$ cat src/rtl/pipe_stage_fifo.sv
// Elastic pipeline-stage buffer: merges the previous-buffer and new-stage packets
// under a selectable mask (or writes a bubble) and queues the result in a small FIFO.
module pipe_stage_fifo #(
  parameter int                         WIDTH       = 64,
  parameter int                         DEPTH       = 2,
  parameter int                         NUM_SEL     = 4,
  parameter logic [NUM_SEL*WIDTH-1:0]   MERGE_MASKS = '0,
  parameter logic [WIDTH-1:0]           KEEP_MASK   = '0,
  parameter int                         VALID_BIT   = 0,
  localparam int                        SEL_W       = $clog2(NUM_SEL + 1),
  localparam int                        CNT_W       = $clog2(DEPTH + 1)
) (
  input  logic              i_clk,
  input  logic              i_rst_n,
  input  logic              i_flush,
  input  logic              i_in_valid,
  output logic              o_in_ready,
  input  logic [SEL_W-1:0]  i_sel,
  input  logic [WIDTH-1:0]  i_pkt_old,
  input  logic [WIDTH-1:0]  i_pkt_new,
  output logic              o_out_valid,
  input  logic              i_out_ready,
  output logic [WIDTH-1:0]  o_pkt_out,
  output logic [CNT_W-1:0]  o_count,
  output logic              o_err_sel
);

  localparam int PTR_W = $clog2(DEPTH);

  logic [PTR_W-1:0] r_wr_ptr;
  logic [PTR_W-1:0] r_rd_ptr;
  logic [CNT_W-1:0] r_count;
  logic             r_err_sel;

  logic [WIDTH-1:0] w_masks [NUM_SEL];
  logic [WIDTH-1:0] w_mem   [DEPTH];
  logic [WIDTH-1:0] w_mask;
  logic [WIDTH-1:0] w_bubble;
  logic [WIDTH-1:0] w_entry;
  logic             w_legal;
  logic             w_illegal;
  logic             w_push;
  logic             w_pop;
  logic             w_wr_en;

  genvar gi;

  generate
    for (gi = 0; gi < NUM_SEL; gi++) begin : g_mask
      assign w_masks[gi] = MERGE_MASKS[gi*WIDTH +: WIDTH];
    end
  endgenerate

  always_comb begin
    w_mask    = '0;
    w_legal   = (i_sel < SEL_W'(NUM_SEL));
    w_illegal = (i_sel > SEL_W'(NUM_SEL));
    for (int i = 0; i < NUM_SEL; i++) begin
      if (i_sel == SEL_W'(i)) w_mask = w_masks[i];
    end
    w_bubble            = i_pkt_old & KEEP_MASK;
    w_bubble[VALID_BIT] = 1'b0;
    // Illegal selects fall through to the bubble path.
    w_entry = w_legal ? ((i_pkt_old & ~w_mask) | (i_pkt_new & w_mask)) : w_bubble;
  end

  // in_ready depends only on registered occupancy and the reset pin.
  assign o_in_ready  = i_rst_n & (r_count < CNT_W'(DEPTH));
  assign o_out_valid = (r_count != '0);
  assign w_push      = i_in_valid & o_in_ready;
  assign w_pop       = o_out_valid & i_out_ready;
  assign w_wr_en     = w_push & ~i_flush;

  generate
    for (gi = 0; gi < DEPTH; gi++) begin : g_entry
      logic [WIDTH-1:0] r_entry;
      always_ff @(posedge i_clk or negedge i_rst_n) begin
        if (!i_rst_n) begin
          r_entry <= '0;
        end else if (w_wr_en && (r_wr_ptr == PTR_W'(gi))) begin
          r_entry <= w_entry;
        end
      end
      assign w_mem[gi] = r_entry;
    end
  endgenerate

  always_ff @(posedge i_clk or negedge i_rst_n) begin
    if (!i_rst_n) begin
      r_wr_ptr <= '0;
      r_rd_ptr <= '0;
      r_count  <= '0;
    end else if (i_flush) begin
      r_wr_ptr <= '0;
      r_rd_ptr <= '0;
      r_count  <= '0;
    end else begin
      if (w_push) r_wr_ptr <= r_wr_ptr + 1'b1;
      if (w_pop)  r_rd_ptr <= r_rd_ptr + 1'b1;
      case ({w_push, w_pop})
        2'b10:   r_count <= r_count + 1'b1;
        2'b01:   r_count <= r_count - 1'b1;
        default: r_count <= r_count;
      endcase
    end
  end

  always_ff @(posedge i_clk or negedge i_rst_n) begin
    if (!i_rst_n) begin
      r_err_sel <= 1'b0;
    end else if (w_wr_en && w_illegal) begin
      r_err_sel <= 1'b1;
    end
  end

  assign o_pkt_out = o_out_valid ? w_mem[r_rd_ptr] : '0;
  assign o_count   = r_count;
  assign o_err_sel = r_err_sel;

endmodule

$ cat config.mk
export PLATFORM = sky130hd
export DESIGN_NAME = pipe_stage_fifo
export DESIGN_NICKNAME = d
export VERILOG_FILES = /design/src/rtl/pipe_stage_fifo.sv
export SDC_FILE = /design/constraint.sdc
export NUM_CORES = 1
export LEC_CHECK = 0
export BUFFER_PORTS_ARGS = -buffer_cell sky130_fd_sc_hd__buf_4
export CORE_MARGIN = 3
export CORE_UTILIZATION = 35
export DETAILED_ROUTE_END_ITERATION = 7
export GPL_TIMING_DRIVEN = 0
export SYNTH_ARGS = -nofsm -noshare
export SYNTH_HDL_FRONTEND = slang
export SYNTH_SLANG_ARGS = --single-unit
$ cat constraint.sdc
create_clock -name i_clk -period 4.76 [get_ports i_clk]
set_input_delay 0.476 -clock i_clk [delete_from_list [all_inputs] [get_ports i_clk]]
set_output_delay 0.476 -clock i_clk [all_outputs]
set_load 0.01 [all_outputs]
# Yosys cells after proc, flatten, opt, wreduce, memory -nomap -nowiden
# Cells that the tools add are included.
[totals]
latch_bits = 0
memories = 0
regBits = 133
mem_bits_ro = 0
output_inout_bits = 69
mem_bits_rw = 0
[op_classes]
reduce_logical = 7
bitwise_logic = 7
eq_ne = 2
order_cmp = 4
mux = 11
shifts = 0
div = 0
add_sub_neg = 4
n_mul = 0
[ops]
columns = ["operator", "count"]
rows = [
  ["$mux 64", 5],
  ["$reduce_bool 2->1", 3],
  ["$and 1x1->1", 4],
  ["$mux 1", 4],
  ["$pmux 2 s2", 1],
  ["$gt 3x3->1 const B", 1],
  ["$logic_and 1x1->1", 3],
  ["$lt 3x3->1 const B", 1],
  ["$reduce_bool 3->1", 1],
  ["$add 1x1->1 const B", 2],
  ["$add 2x1->2 const B", 1],
  ["$eq 2x1->1 const B", 1],
  ["$eq 2x2->1 const B", 1],
  ["$ge 2x2->1 const B", 1],
  ["$lt 2x2->1 const B", 1],
  ["$mux 2", 1],
  ["$not 1->1", 2],
  ["$not 1->2", 1],
  ["$sub 2x1->2 const B", 1],
]

# Depth between registers and ports, before layout
# Gate-level depths: netlist of the first run.
[depth]
depth_word = 6
ltp_mapped = 5
mapped_depth_nobuf = 3

# Least setup slack after synthesis of the first run
# OpenSTA, ideal clock, no wires.
[synth_path]
path_type = "register to output"
from = "reg r_count[1], in the netlist o_count[1]"
to = "out o_pkt_out[14]"
path_stages_with_launch = 6
path_slack_ns = 2.905
t_arrival_ns = 1.379
path_buffers = 3
t_required_ns = 4.284
cell_sequence = "dfrtp_1 buf_2 nor2_1 clkbuf_1 buf_1 nor2_1"
[synth_between]
elab_chain_len = 2
[synth_rtl]
columns = ["element", "line_no", "source"]
rows = [
  ["start: declaration", "32", "logic [CNT_W-1:0] r_count;"],
  ["start signal: assignment", "101", "2'b10: r_count <= r_count + 1'b1;"],
  ["start signal: assignment", "102", "2'b01: r_count <= r_count - 1'b1;"],
  ["start signal: assignment", "103", "default: r_count <= r_count;"],
  ["$reduce_bool 2->1", "69", "assign o_out_valid = (r_count != '0);"],
  ["$mux 64", "116", "assign o_pkt_out = o_out_valid ? w_mem[r_rd_ptr] : '0;"],
  ["end: declaration", "23", "output logic [WIDTH-1:0] o_pkt_out,"],
]
# Every way passes these cells.

# Worst setup path in the final report of the first run
[layout_path]
from = "reg r_count[1], in the netlist o_count[1]"
to = "out o_pkt_out[30]"
# Same word-level chain as after synthesis.

==> results of run 1 <==
[kinds of logic (layout without fill, tap and decap cells)]
logic type      after synthesis  in the layout  synth area share
flops                       133            133             0.498
simple gates                139            139             0.108
buf+inv                      38            210            0.0393
compound gates                7              7           0.00618
xor+xnor                      3              3           0.00393
mux                         192            192             0.345
[cell type report]
| type | instances | area [um^2] | area share |
|---|---|---|---|
| plain buffers | 35 | 251 | 0.0288 |
| clock buffers | 22 | 484 | 0.0555 |
| clock inverters | 10 | 190 | 0.0218 |
| inverters | 3 | 11.3 | 0.00129 |
| multi-input cells | 341 | 3100 | 0.355 |
| flip-flops and latches | 133 | 3330 | 0.382 |
| well taps | 229 | 287 | 0.0329 |
| repair buffers | 140 | 1070 | 0.123 |
[worst max-delay path by stage]
stage	start	end	slack (ns)	cells after the start
finish	o_count[1]	o_pkt_out[30]	1.83	6
floorplan	o_count[1]	o_pkt_out[14]	2.91	5
CTS	o_count[1]	o_pkt_out[30]	1.74	6
global placement	i_rst_n	g_entry[0].r_entry[33]	1.03	5
detailed placement	i_rst_n	g_entry[0].r_entry[36]	1.51	6
global route	o_count[1]	o_pkt_out[30]	1.59	6
[metrics by stage]
stage | instances | hold WS, ns | setup slack [ns] | area [um^2] | util
finish | 913 | 0.0515 | 1.83 | 8720 | 0.476
detailed placement | 881 | 0.459 | 1.51 | 8050 | 0.439
floorplan | 512 | 0.180 | 2.91 | 6690 | -
global placement | 880 | 0.456 | 1.03 | 8020 | 0.437
global route | 913 | 0.110 | 1.59 | 8720 | 0.476
CTS | 913 | 0.0783 | 1.74 | 8720 | 0.476
[routing by layer]
metal	global-route usage	vias up	routed length (um)
li1	-	2057	-
met1	0.208	2239	7530
met3	0.0394	6	579
met4	0.0314	0	106
met2	0.258	85	7820
met5	0	-	0
[placed cells by master (no fill, tap or decap)]
master | netlist | final
inv_6 | 0 | 3
buf_16 | 0 | 1
dfrtp_1 | 133 | 133
clkbuf_8 | 0 | 4
o41ai_1 | 1 | 1
buf_4 | 0 | 138
clkbuf_16 | 0 | 17
buf_12 | 6 | 6
nor4_4 | 1 | 1
mux2_1 | 5 | 5
nor2_1 | 67 | 67
xor2_1 | 3 | 3
mux2i_1 | 64 | 64
mux2_2 | 63 | 63
or3_1 | 1 | 1
nand3_1 | 1 | 1
clkinv_4 | 0 | 1
clkbuf_1 | 13 | 14
buf_6 | 1 | 2
buf_2 | 12 | 12
bufinv_16 | 0 | 5
inv_1 | 3 | 3
nand2_2 | 1 | 1
buf_1 | 3 | 3
a22oi_1 | 1 | 1
a21oi_1 | 2 | 2
or4b_1 | 1 | 1
o21ai_0 | 3 | 3
mux2_4 | 60 | 60
nor2b_1 | 66 | 66
nand3b_1 | 1 | 1
clkinv_2 | 0 | 1
[state kept, by name, indices dropped and copies added, names as in the netlist]
register	count
o_err_sel	1
g_entry.r_entry	128
r_wr_ptr	1
r_rd_ptr	1
o_count	2
[where the power goes]
part | leakage, uW | internal, uW | total [uW] | switching, uW
Combinational | 0.00215 | 358 | 579 | 221
Sequential | 0.00174 | 1340 | 1450 | 111
Clock | 0.000332 | 993 | 1500 | 512
Total | 0.00423 | 2690 | 3530 | 844
==> flow_metrics.py, run 1 <==
metrics = {
    "detailed_routing": {
        "detail-route-antenna-nets": 0,
        "routed_wl_mm": 16.0,
        "drt_iter0_drc": 163,
        "drt-wirelength-per-cell_um": 17.6,
        "drcViolationCount": 0,
        "viasPerCell": 4.81,
        "vias": 4387,
        "first_pass_iters": 4,
    },
    "floorplanning": {
        "core_area_um2": 18300,
        "die_h_um": 144,
        "start_util": 0.365,
        "die_w_um": 144,
        "rows": 49,
        "io_pins": 205,
        "die_area_um2": 20800,
    },
    "global_route": {
        "grt_pass1_wl_mm": 25.5,
        "antenna_found_initial": 0,
        "grtUsageTotal": 0.156,
        "grt_max_degree": 72,
        "first_global_vias": 4868,
        "overflow": 0,
    },
    "timing": {
        "drv_slew": 0,
        "hold_violations": 0,
        "fin_setup_tns_ns": 0,
        "rsz0062_at_grt": "no",
        "finalSetupViolations": 0,
        "fmax_mhz": 341,
        "tightest_slew_ns": 0.801,
        "period_needed_ns": 2.93,
        "finalClockSkew_ns": 0.00914,
        "period_share": 0.616,
        "relSlewSlack": 0.462,
    },
    "worst_setup_path": {
        "startpoint_type": "flip-flop",
        "r2r_start": "o_count[1]",
        "cp_common_cell": "nor2_1",
        "r2r_slack_ns": 2.55,
        "crit_fanout": 10,
        "critPathTopFamily": "buffers and inverters",
        "cpPeakStageDelay_ns": 0.57,
        "end_kind": "primary output",
        "path_cells": "buf_2 > nor2_1 > clkbuf_1 > buf_1 > nor2_1 > buf_4",
        "cp.required_ns": 4.28,
        "cp_num_buf_inv": 4,
        "crit_path_top_delay_cell": "clkbuf_1",
        "critPathKind": "flip-flop to primary output",
        "r2r-end": "g_entry[0].r_entry[19]",
        "rr_worst_depth": 4,
        "critPathArrivalTime_ns": 2.46,
    },
    "cts": {
        "clock_path_buffers": 2,
        "cts_max_level": 4,
        "holdBufCountCts": 0,
        "cts_setup_buffers": 0,
        "clockRootBuffer": "clkbuf_16",
        "cts_tree": "built",
        "cts_resized": 0,
        "numCtsBuffers": 17,
        "cts.clk_slew.worst_paths_ns": 0.06,
        "clock_sinks": 133,
        "clkLatencyLatePin_ns": 0.41,
    },
    "cells_and_area": {
        "drive_above_1_share": 0.461,
        "antennaDiodeCount": 0,
        "area_growth_pct": 30.4,
        "fillerInstances": 1667,
        "fin_nets": 807,
    },
    "logic_synthesis": {
        "synth.area.top_cells": "dfrtp_1 50%, mux2_4 13%, mux2_2 11%",
        "netlist.area_leader.share": 0.498,
        "postSynthAreaPerCell_um2": 13.1,
        "syn_nets": 648,
        "synthFlopType": "dfrtp_1",
        "synth_edf_count": 0,
        "synth.most_common_cell": "dfrtp_1",
        "async_flop_share": 1.00,
        "synthCells": 512,
        "synth_seq_cells": 133,
        "syn_area_um2": 6690,
        "yosysSeqAreaShare": 0.498,
        "ys_warn_count": 0,
        "synth_common_cells": "133 x dfrtp_1, 67 x nor2_1, 66 x nor2b_1, 64 x mux2i_1, 63 x mux2_2",
        "yosysUniqueCellTypes": 24,
        "yosys.area.top_type": "dfrtp_1",
    },
    "power": {
        "p_leak_uw": 0.00423,
        "ir_worst_vdd_uv": 231,
        "total_power_uw": 3530,
        "p_per_area_nw_per_um2": 405,
    },
    "run_status": {
        "status": "finished, final reports clean",
    },
    "min_path": {
        "hp-class": "input port to async pin",
    },
    "placement": {
        "dp_hpwl_mm": 10.9,
        "gp_congestion": 0.744,
        "portBuffers": 139,
    },
    "job": {
        "maxCapViolCount": 0,
    },
}
Power figures use the tool's default switching activity.
==> run 2, diff against run 1 <==
==> constraint.sdc (replaced) <==
create_clock -name i_clk -period 2.66 [get_ports i_clk]
set_input_delay 0.266 -clock i_clk [delete_from_list [all_inputs] [get_ports i_clk]]
set_output_delay 0.266 -clock i_clk [all_outputs]
set_load 0.01 [all_outputs]
==> run 2 against run 1 <==
The run now ends with negative hold slack left; global-route usage up 0.20 points; via count up 0.21%; register-to-register slack worse by 2.1 ns; critical endpoint unchanged; largest cell class unchanged.
==> flow_metrics.py, run 2 (synthesis results as in run 1) <==
metrics = {
    "floorplanning": {
        "core_area_um2": 18300,
        "io_pins": 205,
        "start_util": 0.365,
        "die_area_um2": 20800,
        "rows": 49,
        "die_w_um": 144,
        "die_h_um": 144,
    },
    "worst_setup_path": {
        "critPathTopFamily": "buffers and inverters",
        "crit_path_top_delay_cell": "buf_1",
        "cp_num_buf_inv": 4,
        "cp_common_cell": "nor2_1",
        "path_cells": "buf_2 > nor2_1 > clkbuf_2 > buf_1 > nor2_1 > buf_4",
        "crit_fanout": 10,
        "cpPeakStageDelay_ns": 0.46,
        "cp.required_ns": 2.39,
        "end_kind": "primary output",
        "critPathKind": "flip-flop to primary output",
        "critPathArrivalTime_ns": 2.20,
        "startpoint_type": "flip-flop",
    },
    "placement": {
        "post-place-ws_ns": -0.384,
        "place_area_um2": 8050,
        "portBuffers": 139,
        "gp_congestion": 0.744,
        "dp_hpwl_mm": 10.9,
    },
    "cts": {
        "numCtsBuffers": 17,
        "clockRootBuffer": "clkbuf_16",
        "clkLatencyLatePin_ns": 0.41,
        "clock_path_buffers": 2,
        "cts_setup_buffers": 0,
        "clock_sinks": 133,
        "cts_tree": "built",
        "cts.clk_slew.worst_paths_ns": 0.06,
        "cts_max_level": 4,
    },
    "cells_and_area": {
        "drive_above_1_share": 0.465,
        "top_register": "g_entry.r_entry",
        "antennaDiodeCount": 0,
        "final_common_cell": "buf_4",
        "fin_area_um2": 8820,
        "final_cell_mix": "138 x buf_4, 133 x dfrtp_1, 67 x nor2_1",
        "largest_reg_flops": 128,
        "fin_nets": 811,
        "area_growth_pct": 31.9,
    },
    "timing": {
        "drv_slew": 0,
        "period_share": 0.927,
        "fmax_mhz": 406,
        "hold_slack_ns": -0.00520,
        "finalClockSkew_ns": 0.00925,
        "tightest_slew_ns": 0.827,
        "finalSetupViolations": 0,
        "period_needed_ns": 2.46,
        "final.setup.worst_slack_ns": 0.195,
        "relSlewSlack": 0.445,
        "hold_violations": 4,
        "rsz0062_at_grt": "no",
    },
    "detailed_routing": {
        "first_pass_iters": 4,
        "detail-route-antenna-nets": 0,
        "drcViolationCount": 0,
        "routed_wl_mm": 16.3,
        "vias": 4396,
        "drt-wirelength-per-cell_um": 17.8,
        "viasPerCell": 4.79,
        "drt_iter0_drc": 156,
    },
    "run_status": {
        "violations": "negative hold slack",
        "status": "complete, but fails checks",
    },
    "global_route": {
        "grt_max_degree": 68,
        "first_global_vias": 4879,
        "antenna_found_initial": 0,
        "grt_pass1_wl_mm": 25.7,
        "overflow": 0,
        "grtUsageTotal": 0.158,
    },
    "power": {
        "p_per_area_nw_per_um2": 719,
        "ir_worst_vdd_uv": 415,
        "p_leak_uw": 0.00427,
    },
    "min_path": {
        "hp-class": "input port to async pin",
    },
    "job": {
        "maxCapViolCount": 0,
    },
}
[run 2: through the flow]
step | power (uW) | hold slack (ns) | TNS (ns) | utilization | instances
after global placement | 3610 | 0.456 | -91.88 | 0.437 | 880
after detailed placement | 3670 | 0.308 | -29.00 | 0.439 | 881
final | 6340 | -0.00520 | 0 | 0.481 | 917
after CTS | 6430 | 0.00773 | 0 | 0.481 | 917
after floorplan | 3300 | -0.0296 | 0 | - | 512
after global routing | 6640 | 0.00796 | 0 | 0.481 | 917
[run 2: layout make-up]
cell class | count | area, um^2
fillers | 1658 | 9510
well taps | 229 | 287
flip-flops and latches | 133 | 3330
multi-input cells | 341 | 3100
plain buffers | 35 | 254
clock inverters | 10 | 190
clock buffers | 22 | 484
inverters | 3 | 11.3
repair buffers | 144 | 1170
[run 2: power breakdown]
part	leakage (uW)	internal [uW]	switching, uW
Clock	0.000332	1780	914
Combinational	0.00220	654	401
Sequential	0.00174	2400	199
[run 2: path summary, 6_finish.rpt]
kind	cells past startpoint	end	startpoint	slack, ns
max in group asynchronous	4	g_entry[1].r_entry[61]	i_rst_n	1.75
max	6	o_pkt_out[30]	o_count[1]	0.20
min	3	g_entry[0].r_entry[25]	i_rst_n	-0.005
min reg2reg	2	o_err_sel	o_err_sel	0.47
min in group i_clk	2	o_count[0]	i_flush	0.09
max reg2reg	4	g_entry[0].r_entry[60]	o_count[1]	0.43
[run 2: worst reg2reg max path: stages (launching register included)]
cell     delay, ns
dfrtp_1       0.38
buf_2         0.18
nor4_4        0.77
buf_2         0.41
mux2_2        0.38
[run 2: repair_timing]
item                                   CTS  global route
gates resized for setup                  1             2
setup endpoints to repair               50            10
hold buffers                             4             0
endpoints found under the hold margin   66             0
[run 2: layer usage]
layer	part of all wire	track usage
met1	0.47	0.211
met2	0.49	0.261
met3	0.038	0.0394
met4	0.0065	0.0314
met5	0	0
